[config.mk]
export PLATFORM = sky130hd
export DESIGN_NAME = vram_arbiter_flat
export DESIGN_NICKNAME = d
export VERILOG_FILES = /design/src/rtl/vram_arbiter_if.sv /design/src/rtl/vram_arbiter.sv /design/src/flat_wrapper.sv
export SDC_FILE = /design/constraint.sdc
export NUM_CORES = 1
export LEC_CHECK = 0
export BUFFER_PORTS_ARGS = -buffer_cell sky130_fd_sc_hd__buf_2
export CAP_MARGIN = 20
export CORE_MARGIN = 2
export CORE_UTILIZATION = 34
export CTS_CLUSTER_DIAMETER = 30
export DETAILED_ROUTE_END_ITERATION = 6
export PLACE_DENSITY = 0.82
export SLEW_MARGIN = 20
export SYNTH_ARGS = -nofsm -noshare
export SYNTH_HDL_FRONTEND = slang
export SYNTH_SLANG_ARGS = --single-unit
[constraint.sdc]
create_clock -name clk_sys -period 2.6 [get_ports clk_sys]
set_input_delay 0.52 -clock clk_sys [delete_from_list [all_inputs] [get_ports clk_sys]]
set_output_delay 0.52 -clock clk_sys [all_outputs]
set_load 0.005 [all_outputs]
[src/rtl/vram_arbiter_if.sv]
// rtl/vram_arbiter_if.sv - request, return and RAM-port bundle for vram_arbiter
//
// Purpose: groups the display read port, the CPU access port and the RAM port.
//   slave  : the arbiter side (takes requests and mem_dout, drives acks, returns and RAM controls)
//   master : the requester/RAM side (the mirror image)
// Signals:
//   disp_req/disp_addr -> disp_ack, disp_rdata, disp_rvalid
//   cpu_req/cpu_we/cpu_addr/cpu_wdata -> cpu_ack, cpu_rdata, cpu_rvalid
//   mem_en/mem_we/mem_addr/mem_din -> RAM, mem_dout <- RAM (1-cycle read latency)
interface vram_arbiter_if #(
    parameter int ADDRW = 14,
    parameter int DATAW = 16
);
    logic             disp_req;
    logic [ADDRW-1:0] disp_addr;
    logic             disp_ack;
    logic [DATAW-1:0] disp_rdata;
    logic             disp_rvalid;

    logic             cpu_req;
    logic             cpu_we;
    logic [ADDRW-1:0] cpu_addr;
    logic [DATAW-1:0] cpu_wdata;
    logic             cpu_ack;
    logic [DATAW-1:0] cpu_rdata;
    logic             cpu_rvalid;

    logic             mem_en;
    logic             mem_we;
    logic [ADDRW-1:0] mem_addr;
    logic [DATAW-1:0] mem_din;
    logic [DATAW-1:0] mem_dout;

    modport slave (
        input  disp_req, disp_addr,
        output disp_ack, disp_rdata, disp_rvalid,
        input  cpu_req, cpu_we, cpu_addr, cpu_wdata,
        output cpu_ack, cpu_rdata, cpu_rvalid,
        output mem_en, mem_we, mem_addr, mem_din,
        input  mem_dout
    );

    modport master (
        output disp_req, disp_addr,
        input  disp_ack, disp_rdata, disp_rvalid,
        output cpu_req, cpu_we, cpu_addr, cpu_wdata,
        input  cpu_ack, cpu_rdata, cpu_rvalid,
        input  mem_en, mem_we, mem_addr, mem_din,
        output mem_dout
    );
endinterface

[src/rtl/vram_arbiter.sv]
// rtl/vram_arbiter.sv - single-port VRAM arbiter, display priority with CPU starvation guard
//
// Purpose: shares one synchronous RAM between the text-mode display fetch and
//   the system-side CPU/loader. The display normally wins; a CPU stalled for
//   STARVE_MAX consecutive cycles is given the next slot.
// Ports:
//   clk_sys      in   system clock
//   rst_sys_n    in   asynchronous active-low reset
//   bus          slave modport of vram_arbiter_if (display, CPU and RAM ports)
//   stall_count  out  16-bit saturating display stall counter (VRAM_ARB_STATS_EN only)
// Optional feature macro: VRAM_ARB_STATS_EN
module vram_arbiter #(
    parameter int ADDRW      = 14,
    parameter int DATAW      = 16,
    parameter int STARVE_MAX = 4
) (
    input  logic          clk_sys,
    input  logic          rst_sys_n,
    vram_arbiter_if.slave bus
`ifdef VRAM_ARB_STATS_EN
    ,
    output logic [15:0]   stall_count
`endif
);

    typedef enum logic {
        DISP_PRI = 1'b0,
        CPU_PRI  = 1'b1
    } state_t;

    localparam logic [7:0] STARVE_LAST = 8'(STARVE_MAX - 1);

    state_t     r_state;
    state_t     w_state_nxt;
    logic [7:0] r_starve_cnt;
    logic [7:0] w_starve_nxt;
    logic       w_disp_ack;
    logic       w_cpu_ack;
    logic       r_disp_rvalid;
    logic       r_cpu_rvalid;

    // Grant and next-state. Grants are held at 0 while reset is asserted so
    // the RAM port is quiet even with requests pending.
    always_comb begin
        w_disp_ack  = 1'b0;
        w_cpu_ack   = 1'b0;
        w_state_nxt = r_state;
        if (rst_sys_n) begin
            case (r_state)
                DISP_PRI: begin
                    w_disp_ack = bus.disp_req;
                    w_cpu_ack  = bus.cpu_req & ~bus.disp_req;
                    if (bus.cpu_req && !w_cpu_ack && r_starve_cnt == STARVE_LAST) begin
                        w_state_nxt = CPU_PRI;
                    end
                end
                CPU_PRI: begin
                    w_cpu_ack   = bus.cpu_req;
                    w_disp_ack  = bus.disp_req & ~bus.cpu_req;
                    // The CPU is either granted now or has withdrawn; both hand
                    // priority back to the display.
                    w_state_nxt = DISP_PRI;
                end
                default: w_state_nxt = DISP_PRI;
            endcase
        end
    end

    assign w_starve_nxt = (bus.cpu_req && !w_cpu_ack) ? (r_starve_cnt + 8'd1) : 8'd0;

    always_ff @(posedge clk_sys or negedge rst_sys_n) begin
        if (!rst_sys_n) begin
            r_state       <= DISP_PRI;
            r_starve_cnt  <= 8'd0;
            r_disp_rvalid <= 1'b0;
            r_cpu_rvalid  <= 1'b0;
        end else begin
            r_state       <= w_state_nxt;
            r_starve_cnt  <= w_starve_nxt;
            r_disp_rvalid <= w_disp_ack;
            r_cpu_rvalid  <= w_cpu_ack & ~bus.cpu_we;
        end
    end

    assign bus.disp_ack = w_disp_ack;
    assign bus.cpu_ack  = w_cpu_ack;

    // RAM port follows the winner; idle cycles drive zeros.
    assign bus.mem_en   = w_disp_ack | w_cpu_ack;
    assign bus.mem_we   = w_cpu_ack & bus.cpu_we;
    assign bus.mem_addr = w_disp_ack ? bus.disp_addr :
                          (w_cpu_ack ? bus.cpu_addr : '0);
    assign bus.mem_din  = w_cpu_ack ? bus.cpu_wdata : '0;

    // Both requesters see the RAM output directly; only rvalid qualifies it.
    assign bus.disp_rvalid = r_disp_rvalid;
    assign bus.cpu_rvalid  = r_cpu_rvalid;
    assign bus.disp_rdata  = rst_sys_n ? bus.mem_dout : '0;
    assign bus.cpu_rdata   = rst_sys_n ? bus.mem_dout : '0;

`ifdef VRAM_ARB_STATS_EN
    logic [15:0] r_stall_count;

    always_ff @(posedge clk_sys or negedge rst_sys_n) begin
        if (!rst_sys_n) begin
            r_stall_count <= 16'd0;
        end else if (bus.disp_req && !w_disp_ack && r_stall_count != 16'hFFFF) begin
            r_stall_count <= r_stall_count + 16'd1;
        end
    end

    assign stall_count = r_stall_count;
`endif

endmodule

[src/flat_wrapper.sv]
// flat-port wrapper written by rule: the top's interface ports become plain ports
module vram_arbiter_flat 
#(
    parameter int ADDRW      = 14,
    parameter int DATAW      = 16,
    parameter int STARVE_MAX = 4
)
  (clk_sys, rst_sys_n, bus_disp_req, bus_disp_addr, bus_disp_ack, bus_disp_rdata, bus_disp_rvalid, bus_cpu_req, bus_cpu_we, bus_cpu_addr, bus_cpu_wdata, bus_cpu_ack, bus_cpu_rdata, bus_cpu_rvalid, bus_mem_en, bus_mem_we, bus_mem_addr, bus_mem_din, bus_mem_dout);
  vram_arbiter_if #(.ADDRW(ADDRW), .DATAW(DATAW)) bus_i ();
  input  logic clk_sys;
  input  logic rst_sys_n;
  input wire logic [$bits(bus_i.disp_req)-1:0] bus_disp_req;
  input wire logic [$bits(bus_i.disp_addr)-1:0] bus_disp_addr;
  output wire logic [$bits(bus_i.disp_ack)-1:0] bus_disp_ack;
  output wire logic [$bits(bus_i.disp_rdata)-1:0] bus_disp_rdata;
  output wire logic [$bits(bus_i.disp_rvalid)-1:0] bus_disp_rvalid;
  input wire logic [$bits(bus_i.cpu_req)-1:0] bus_cpu_req;
  input wire logic [$bits(bus_i.cpu_we)-1:0] bus_cpu_we;
  input wire logic [$bits(bus_i.cpu_addr)-1:0] bus_cpu_addr;
  input wire logic [$bits(bus_i.cpu_wdata)-1:0] bus_cpu_wdata;
  output wire logic [$bits(bus_i.cpu_ack)-1:0] bus_cpu_ack;
  output wire logic [$bits(bus_i.cpu_rdata)-1:0] bus_cpu_rdata;
  output wire logic [$bits(bus_i.cpu_rvalid)-1:0] bus_cpu_rvalid;
  output wire logic [$bits(bus_i.mem_en)-1:0] bus_mem_en;
  output wire logic [$bits(bus_i.mem_we)-1:0] bus_mem_we;
  output wire logic [$bits(bus_i.mem_addr)-1:0] bus_mem_addr;
  output wire logic [$bits(bus_i.mem_din)-1:0] bus_mem_din;
  input wire logic [$bits(bus_i.mem_dout)-1:0] bus_mem_dout;
  assign bus_i.disp_req = bus_disp_req;
  assign bus_i.disp_addr = bus_disp_addr;
  assign bus_disp_ack = bus_i.disp_ack;
  assign bus_disp_rdata = bus_i.disp_rdata;
  assign bus_disp_rvalid = bus_i.disp_rvalid;
  assign bus_i.cpu_req = bus_cpu_req;
  assign bus_i.cpu_we = bus_cpu_we;
  assign bus_i.cpu_addr = bus_cpu_addr;
  assign bus_i.cpu_wdata = bus_cpu_wdata;
  assign bus_cpu_ack = bus_i.cpu_ack;
  assign bus_cpu_rdata = bus_i.cpu_rdata;
  assign bus_cpu_rvalid = bus_i.cpu_rvalid;
  assign bus_mem_en = bus_i.mem_en;
  assign bus_mem_we = bus_i.mem_we;
  assign bus_mem_addr = bus_i.mem_addr;
  assign bus_mem_din = bus_i.mem_din;
  assign bus_i.mem_dout = bus_mem_dout;
  vram_arbiter #(.ADDRW(ADDRW), .DATAW(DATAW), .STARVE_MAX(STARVE_MAX)) u_core (.clk_sys(clk_sys), .rst_sys_n(rst_sys_n), .bus(bus_i));
endmodule
Yosys cells after proc, flatten, opt, wreduce, memory -nomap -nowiden
Cells that the tools add are included.

operators by class
  add/sub/neg operators = 1
  $mul = 0
  div/mod/pow operators = 0
  order comparisons = 0
  equal/unequal tests = 1
  shifts and indexed selects = 0
  muxes and demuxes = 11
  bitwise gates (word level) = 9
  reduce and logical (&&, ||, !) cells = 5

operators by type and width
  operator               number
  $mux W16               2
  $mux W14               2
  $add A8 B1 Y8 const B  1
  $eq A8 B2 Y1 const B   1
  $mux W8                1
  $pmux W1 S2            3
  $and A1 B1 Y1          4
  $not A1 Y1             4
  $logic_and A1 B1 Y1    3
  $mux W1                3
  $logic_not A1 Y1       2
  $or A1 B1 Y1           1

storage, ports and cells
  flip-flop bits (word level) = 11
  latch bits = 0
  bits in writable memories = 0
  memory bits (read-only) = 0
  bits of input ports = 65
  output and inout port bits = 68
  word-level logic and storage cells = 31
  memories = 0

Depth between registers and ports, before layout
Gate-level depths: netlist (run 1).

  word-level depth = 7
  gate-level depth with buffers = 5

Worst setup path after synthesis (run 1)
OpenSTA, ideal clock, no wires.

  path type = input to output
  start = in bus_disp_req
  end = out bus_mem_addr[10]
  arrival time = 1.304 ns
  setup slack = 0.776 ns
  stages = 4
  path buffers = 1
  cell sequence = nor2b_2 > nor3b_4 > buf_6 > a22o_1

between the ends
  word-level cells in the longest chain between the ends = 6
  elaborated cells on any way between the ends = 9
  classes of those cells = mux (6); bitwise (3)

RTL lines
  item           line                text
  from (decl)    flat_wrapper.sv:12  input wire logic [$bits(bus_i.disp_req)-1:0] bus_disp_req;
  $not A1 Y1     vram_arbiter.sv:52  w_cpu_ack = bus.cpu_req & ~bus.disp_req;
  $and A1 B1 Y1  vram_arbiter.sv:52
  $pmux W1 S2    vram_arbiter.sv:49  case (r_state)
  $mux W1        vram_arbiter.sv:48  if (rst_sys_n) begin
  $mux W14       vram_arbiter.sv:92  (w_cpu_ack ? bus.cpu_addr : '0);
  $mux W14 *     vram_arbiter.sv:91  assign bus.mem_addr = w_disp_ack ? bus.disp_addr :
  to (decl)      flat_wrapper.sv:26  output wire logic [$bits(bus_i.mem_addr)-1:0] bus_mem_addr;

Mark *: on every way between the ends. The rest lies on a longest branch, timed or not.

Worst setup path in the final report (run 1)
  start = in bus_disp_req
  end = out bus_mem_addr[6]

Same word-level chain as after synthesis.

==> reports/qor.yml, run 1 <==
synth_top_family_by_area: "simple AND/OR/NAND/NOR gates"
die-width_um: 58.6
cap_violations: 0
cts_tree: "yes"
setup.worst_path.class: "input port to output pin"
yosys.area_share.simple_pct: 34.0
wire_per_inst_um: 13.1
nets: 303
h-tree-depth: 1
drc: 9
startpoint: "bus_disp_req"
area_delta_synth_final_pct: 57.3
fmax_mhz: 474
fin_crit_sh_pct: 81.1
finClkSkew_ps: 2.63
dp.cells: 263
rr_worst_depth: 4
vias: 1246
rsz0062_at_grt: "false"
cts_max_path_buffers: 2
cts_hold_buf: 0
insertedDiodeCount: 0
worst_pin_slew_ps: 580
wirelength_mm: 3.50
postLayoutCoreUtil_pct: 56.8
postCtsSetupBuffers: 0
initial_core_util_pct: 36.1
tritoncts.num_buffers: 3
core_mm2: 0.00281
cts.root.buffer_cell: "clkbuf_4"
dr.first_iter.drc_count: 39
ios: 133
rr_startpoint: "u_core.r_starve_cnt[0]$_DFF_PN0_"
start_kind: "input port"
overflow: 0
die_h_um: 58.6
clk_latency_ps: 270
grt_pass1_vias: 1128
required_ps: 2080
synth_warnings: 0
synth_compound_area_share_pct: 16.4
drive_gt1_share_pct: 59.7
cp_max_fo: 33
outcome: "complete, but fails checks"
slew_headroom_pct: 61.1
p_per_area_mw_per_mm2: 288
via_per_inst: 4.67
ant_nets: 0
cts_resized: 0
antenna_found_initial: 0
clk_pin_slew_ps: 70
timing.final.max_slew_violations: 0
syn_inst: 119
yosys-mux-area-fraction_pct: 0.988
r2r_setup_slack_ps: 1260
hpwlAfterDp_mm: 3.02
power_mw: 0.459
syn-cell-area_mm2: 0.00101
synth-seq-area-share_pct: 27.2
hold_class: "input port to asynchronous set/reset pin"
synth_cell_types: 25
grt_first_pass_wirelength_mm: 4.90
portBuffers: 132
ir_drop_uv: 175
grt_usage_pct: 18.9
rows: 19
endpoint_kind: "output pin"
gp_congestion: 0.885
final-hold-violation-count: 0
min_period_ps: 2110
cts_sinks: 11
violations: "design-rule violations"
drtPass1Iterations: 7
synth-xor-area-share_pct: 2.59
ys_ff_latch: 11
dieArea_mm2: 0.00343
final_cells: 267
synthAdderAreaFrac_pct: 1.23
setup_viol: 0
syn_area_per_cell_um2: 8.52
critPathArrivalTime_ps: 1590
p_leak_nw: 0.991
syn-num-nets: 185
r2r_end: "u_core.r_state$_DFFE_PN0P_"
fin_tns_setup_ps: 0
fill_cells: 261
grt_start_max_net_pins: 34
[logic make-up (layout without fill, tap and decap cells)]
logic type                 count (synthesis)  count (layout)
and+or+nand+nor                           56              56
buffers and inverters                     25             142
AOI/OAI and AO/OA                         22              22
DFF                                       11              11
xor gates and xnor gates                   3               3
adders and majority gates                  1               1
muxes                                      1               1
[area by class of cell]
cell class / instances / area, um^2 / area share (%)
flip-flops and latches: 11 / 275 / 17.3
well taps: 31 / 38.8 / 2.43
repair buffers: 135 / 683 / 42.9
inverters: 3 / 11.3 / 0.706
clock buffers: 4 / 26.3 / 1.65
multi-input cells: 83 / 559 / 35.1
[power breakdown]
group	switching [mW]	internal [mW]
clock network	0.0558	0.0595
registers	0.00388	0.175
logic	0.0719	0.0931
[worst max-delay path, stage by stage]
cell,delay [ps]
buf_2,120
nor2b_2,170
nor3b_4,180
buf_4,290
a22o_1,190
buf_2,110
[how the worst max path moves through the flow]
stage	slack [ps]	endpoint
after floorplan	780	bus_mem_addr[10]
after global placement	520	bus_mem_addr[11]
after detailed placement	490	bus_mem_addr[8]
after CTS	490	bus_mem_addr[6]
after global routing	410	bus_mem_addr[8]
final	490	bus_mem_addr[6]
[sequential cells by signal (all words and copies together), names as in the netlist]
register                cells
u_core.bus.cpu_rvalid       1
u_core.bus.disp_rvalid      1
u_core.r_starve_cnt         8
u_core.r_state              1
[layer usage]
metal	up-vias	share of wire, %	GRT usage [%]
li1	622	-	-
met4	0	1.7	5.52
met3	7	11	6.37
met5	-	0	0
met2	75	48	31.0
met1	542	38	23.6
[cell usage after synthesis (all sizes together)]
master / count / share of area (%)
xor2: 2 / 1.7
o21ai: 4 / 2.0
ha: 1 / 1.2
dfrtp: 11 / 27
or3: 3 / 1.9
inv: 3 / 1.1
nor4b: 2 / 1.7
and2: 33 / 20
and2b: 1 / 0.74
nand4: 2 / 1.2
nor2b: 1 / 0.86
a22o: 14 / 12
buf: 21 / 16
clkbuf: 1 / 0.37
nand2: 2 / 0.74
mux2i: 1 / 0.99
nor2: 7 / 2.6
nand3: 4 / 2.0
xnor2: 1 / 0.86
nor3b: 1 / 1.9
a21oi: 4 / 2.3
[metrics by stage]
stage          hold slack (ps)  area, um^2  setup slack, ps
6_report                   256        1590              490
2_1_floorplan              224        1010              776
4_1_cts                    252        1590              488
3_3_place_gp               501        1570              521
5_1_grt                    259        1590              414
3_5_place_dp               510        1570              492
[cells in the final DEF, fill, tap and decap left out, types with 2 or more instances in the layout]
master,synthesis,layout
inv_1,3,3
or3_1,3,3
and2_1,33,33
nor2_1,7,7
clkbuf_4,0,3
nand3_1,4,4
buf_4,16,3
dfrtp_1,11,11
nor4b_1,2,2
nand2_1,2,2
nand4_1,2,2
o21ai_0,3,3
a22o_1,14,14
buf_2,2,132
xor2_1,2,2
a21oi_1,3,3
Note: power is estimated with default switching activity, not from simulation.
==> run 2, diff against run 1 <==
Settings changed: ABC_AREA from default to 1, CORE_UTILIZATION 34 to 35, PLACE_DENSITY 0.82 to 0.77.
Clock period 2.6 ns to 2 ns, I/O delays scaled along.
==> run 2 against run 1 <==
Against the previous run:
- the run now ends clean
- area after synthesis up 23%
- clock-buffer cell count fell by 1
- flip-flop and latch count unchanged
- first-iteration DRC count is 26% lower
- non-clock buffer count unchanged
- critical path depth is 1 higher
- total power rose by 37%
- combinational power is 45% higher
- worst hold slack worse by 190 ps
- largest cell class unchanged
==> reports/qor.yml, run 2 <==
largest_register_ffs: 8  # unchanged
synth_edf_count: 0  # unchanged
drive_gt1_share_pct: 48.9  # was 59.7%
setup_viol: 0  # unchanged
grt_first_pass_wirelength_mm: 5.30  # was 4.90 mm
p_sw_share_pct: 32.4  # was 28.6%
grt.busiest_layer: "met2"  # unchanged
ios: 133  # unchanged
outcome: "finished clean"  # was complete, but fails checks
setup.worst_path.class: "flop to output pin"  # was input port to output pin
crit_family: "flip-flops"  # was buffers and inverters
via_per_inst: 4.05  # was 4.67
placed_area_mm2: 0.00180  # was 0.00157 mm^2
gp_congestion: 0.827  # was 0.885
fin_crit_sh_pct: 88.0
cts_max_path_buffers: 2  # unchanged
clk_latency_ps: 270  # about the same
synth-xor-area-share_pct: 0  # was 2.59%
postCtsSetupBuffers: 0  # unchanged
worst_pin_slew_ps: 339  # was 580 ps
met3_usage_pct: 4.29  # was 6.37%
final-hold-violation-count: 0  # unchanged
finClkSkew_ps: 4.11  # was 2.63 ps
overflow: 0  # unchanged
synth_top_family_by_area: "simple AND/OR/NAND/NOR gates"  # unchanged
cts_sinks: 11  # unchanged
dr.first_iter.drc_count: 29  # was 39
p_comb_share_pct: 38.2  # was 35.9%
portBuffers: 132  # unchanged
fin_area_mm2: 0.00183  # was 0.00159 mm^2
syn-num-nets: 268  # was 185
cts_resized: 0  # unchanged
fin_tns_setup_ps: 0  # unchanged
ir_drop_uv: 149  # was 175 uV
synth_cell_types: 24  # was 25
dieArea_mm2: 0.00406  # was 0.00343 mm^2
synthTopCellsByArea: "nand2_1 22%, dfrtp_1 22%, inv_1 13%"  # was dfrtp_1 27%, and2_1 20%, a22o_1 12%
insertedDiodeCount: 0  # unchanged
p_leak_nw: 1.34  # was 0.991 nW
timing.final.ws_setup_ps: 239  # was 490 ps
seq_power_share_pct: 37.3  # was 39.0%
syn-cell-area_mm2: 0.00125  # was 0.00101 mm^2
min_period_ps: 1760
die-width_um: 63.7  # was 58.6 um
grt_pass1_vias: 1404  # was 1128
r2r_setup_slack_ps: 850  # was 1260 ps
tritoncts.num_buffers: 3  # unchanged
r2r_end: "u_core.r_starve_cnt[6]$_DFF_PN0_"  # was u_core.r_state$_DFFE_PN0P_
initial_core_util_pct: 36.8  # was 36.1%
cts.root.buffer_cell: "clkbuf_4"  # unchanged
clk_pin_slew_ps: 80  # was 70 ps
required_ps: 1600  # was 2080 ps
die_h_um: 63.7  # was 58.6 um
synth_common_cells: "74 x nand2_1, 42 x inv_1, 22 x nor2_1, 16 x buf_4, 11 x dfrtp_1"  # was 33 x and2_1, 16 x buf_4, 14 x a22o_1, 11 x dfrtp_1, 7 x nor2_1
final_cell_mix: "132 x buf_2, 74 x nand2_1, 42 x inv_1, 22 x nor2_1, 11 x dfrtp_1"  # was 132 x buf_2, 33 x and2_1, 14 x a22o_1, 11 x dfrtp_1, 7 x nor2_1
synth_warnings: 0  # unchanged
rr_worst_depth: 5  # was 4
internal-power_mw: 0.424  # was 0.328 mW
cpMostUsedCell: "nand2_1"  # was buf_2
timing.final.max_slew_violations: 0  # unchanged
synth_compound_area_share_pct: 2.81  # was 16.4%
synth_top_area_share_pct: 22.3  # was 27.2%
power_frac_clock_pct: 24.6  # was 25.1%
drtPass1Iterations: 4  # was 7
yosysTopAreaCell: "nand2_1"  # was dfrtp_1
grt_util_met2_pct: 31.4  # was 31.0%
rsz0062_at_grt: "false"  # unchanged
start_kind: "flop"  # was input port
antenna_found_initial: 0  # unchanged
synth.most_common_cell: "nand2_1"  # was and2_1
rows: 21  # was 19
fmax_mhz: 568
switchingPower_mw: 0.203  # was 0.132 mW
crit_buf_inv: 3  # unchanged
mostFrequentLayoutCell: "buf_2"  # unchanged
hpwlAfterDp_mm: 2.69  # was 3.02 mm
postLayoutCoreUtil_pct: 53.9  # was 56.8%
cap_violations: 0  # unchanged
synthArstFlopShare_pct: 100  # unchanged
grt_usage_pct: 15.7  # was 18.9%
ys.flop_type: "dfrtp_1"  # unchanged
grt_start_max_net_pins: 24  # was 34
max_flop_register: "u_core.r_starve_cnt"  # unchanged
cts_hold_buf: 0  # unchanged
p_per_area_mw_per_mm2: 343  # was 288 mW/mm^2
crit_slowest_cell: "dfrtp_1"  # was buf_4
cts_tree: "yes"  # unchanged
wirelength_mm: 3.13  # was 3.50 mm
synthAdderAreaFrac_pct: 1.00  # was 1.23%
syn_area_per_cell_um2: 6.18  # was 8.52 um^2
critPathArrivalTime_ps: 1360  # was 1590 ps
grtUsageMet1_pct: 16.2  # was 23.6%
vias: 1478  # was 1246
synth-seq-area-share_pct: 22.1  # was 27.2%
cp_max_fo: 15  # was 33
dp_slack_ps: 372  # was 492 ps
area_delta_synth_final_pct: 46.3  # was 57.3%
yosys.area_share.simple_pct: 44.1  # was 34.0%
cp_cell_sequence: "inv_1 -> nand2_2 -> nand2_4 -> inv_2 -> nand2_1 -> nand2_1 -> buf_2"  # was buf_2 -> nor2b_2 -> nor3b_4 -> buf_4 -> a22o_1 -> buf_2
slew_headroom_pct: 77.2  # was 61.1%
hold_class: "input port to asynchronous set/reset pin"  # unchanged
wire_per_inst_um: 8.56  # was 13.1 um
endpoint_kind: "output pin"  # unchanged
cp_slowest_stage_delay_ps: 380  # was 290 ps
yosys-mux-area-fraction_pct: 0  # was 0.988%
nets: 386  # was 303
syn_inst: 202  # was 119
rr_startpoint: "u_core.r_starve_cnt[0]$_DFF_PN0_"  # unchanged
ys_ff_latch: 11  # unchanged
h-tree-depth: 1  # unchanged
core_mm2: 0.00339  # was 0.00281 mm^2
drc: 0  # was 9
ant_nets: 0  # unchanged
run 2: cell count changes after synthesis, moves of 3 or more:
cell | previous run | this run
or3_1 | 3 | 0
a22o_1 | 14 | 0
nand2_1 | 2 | 74
nor2_1 | 7 | 22
inv_1 | 3 | 42
and2_1 | 33 | 0
nor2_4 | 0 | 9
run 2: layout make-up:
class                           count  area [um^2]
Multi-Input combinational cell    124          598
Inverter                           45          171
Timing Repair Buffer              135          696
Clock inverter                      1         5.00
Tap cell                           46         57.6
Clock buffer                        3         22.5
Sequential cell                    11          275
Fill cell                         343         1560
run 2: logic make-up (layout without fill, tap and decap cells):
group / after synthesis / in the layout
compound gates: 6 / 6
fa+ha+maj: 1 / 1
buf+inv: 67 / 184
flops: 11 / 11
simple gates: 117 / 117
run 2: worst max-delay path by stage:
| stage | start | end | slack, ps | depth (start not counted) |
|---|---|---|---|---|
| finish | u_core.r_state$_DFFE_PN0P_ | bus_mem_addr[9] | 240 | 7 |
| global route | u_core.r_state$_DFFE_PN0P_ | bus_mem_addr[11] | 60 | 7 |
| CTS | u_core.r_state$_DFFE_PN0P_ | bus_mem_addr[7] | 220 | 7 |
| detailed placement | rst_sys_n | bus_mem_addr[10] | 370 | 8 |
| global placement | rst_sys_n | bus_mem_addr[9] | 380 | 8 |
| floorplan | rst_sys_n | bus_mem_en | 650 | 6 |
run 2: power groups by stage:
stage               registers (mW)  clock network (mW)  logic (mW)
CTS                          0.234               0.162       0.244
finish                       0.234               0.154       0.239
global placement             0.238                   0       0.240
global route                 0.235               0.168       0.273
detailed placement           0.238                   0       0.243
floorplan                    0.237                   0       0.138
run 2: through the flow:
step	hold slack (ps)	instances	power, mW
2_1_floorplan	104	202	0.375
3_3_place_gp	357	361	0.478
3_5_place_dp	359	361	0.481
4_1_cts	55.9	365	0.639
5_1_grt	66.3	365	0.676
6_report	62.9	365	0.627
run 2: routing by layer:
layer / wire length, um / up-vias
li1: - / 788
met1: 1190 / 615
met2: 1640 / 73
met3: 280 / 2
met4: 14 / 0
met5: 0 / -
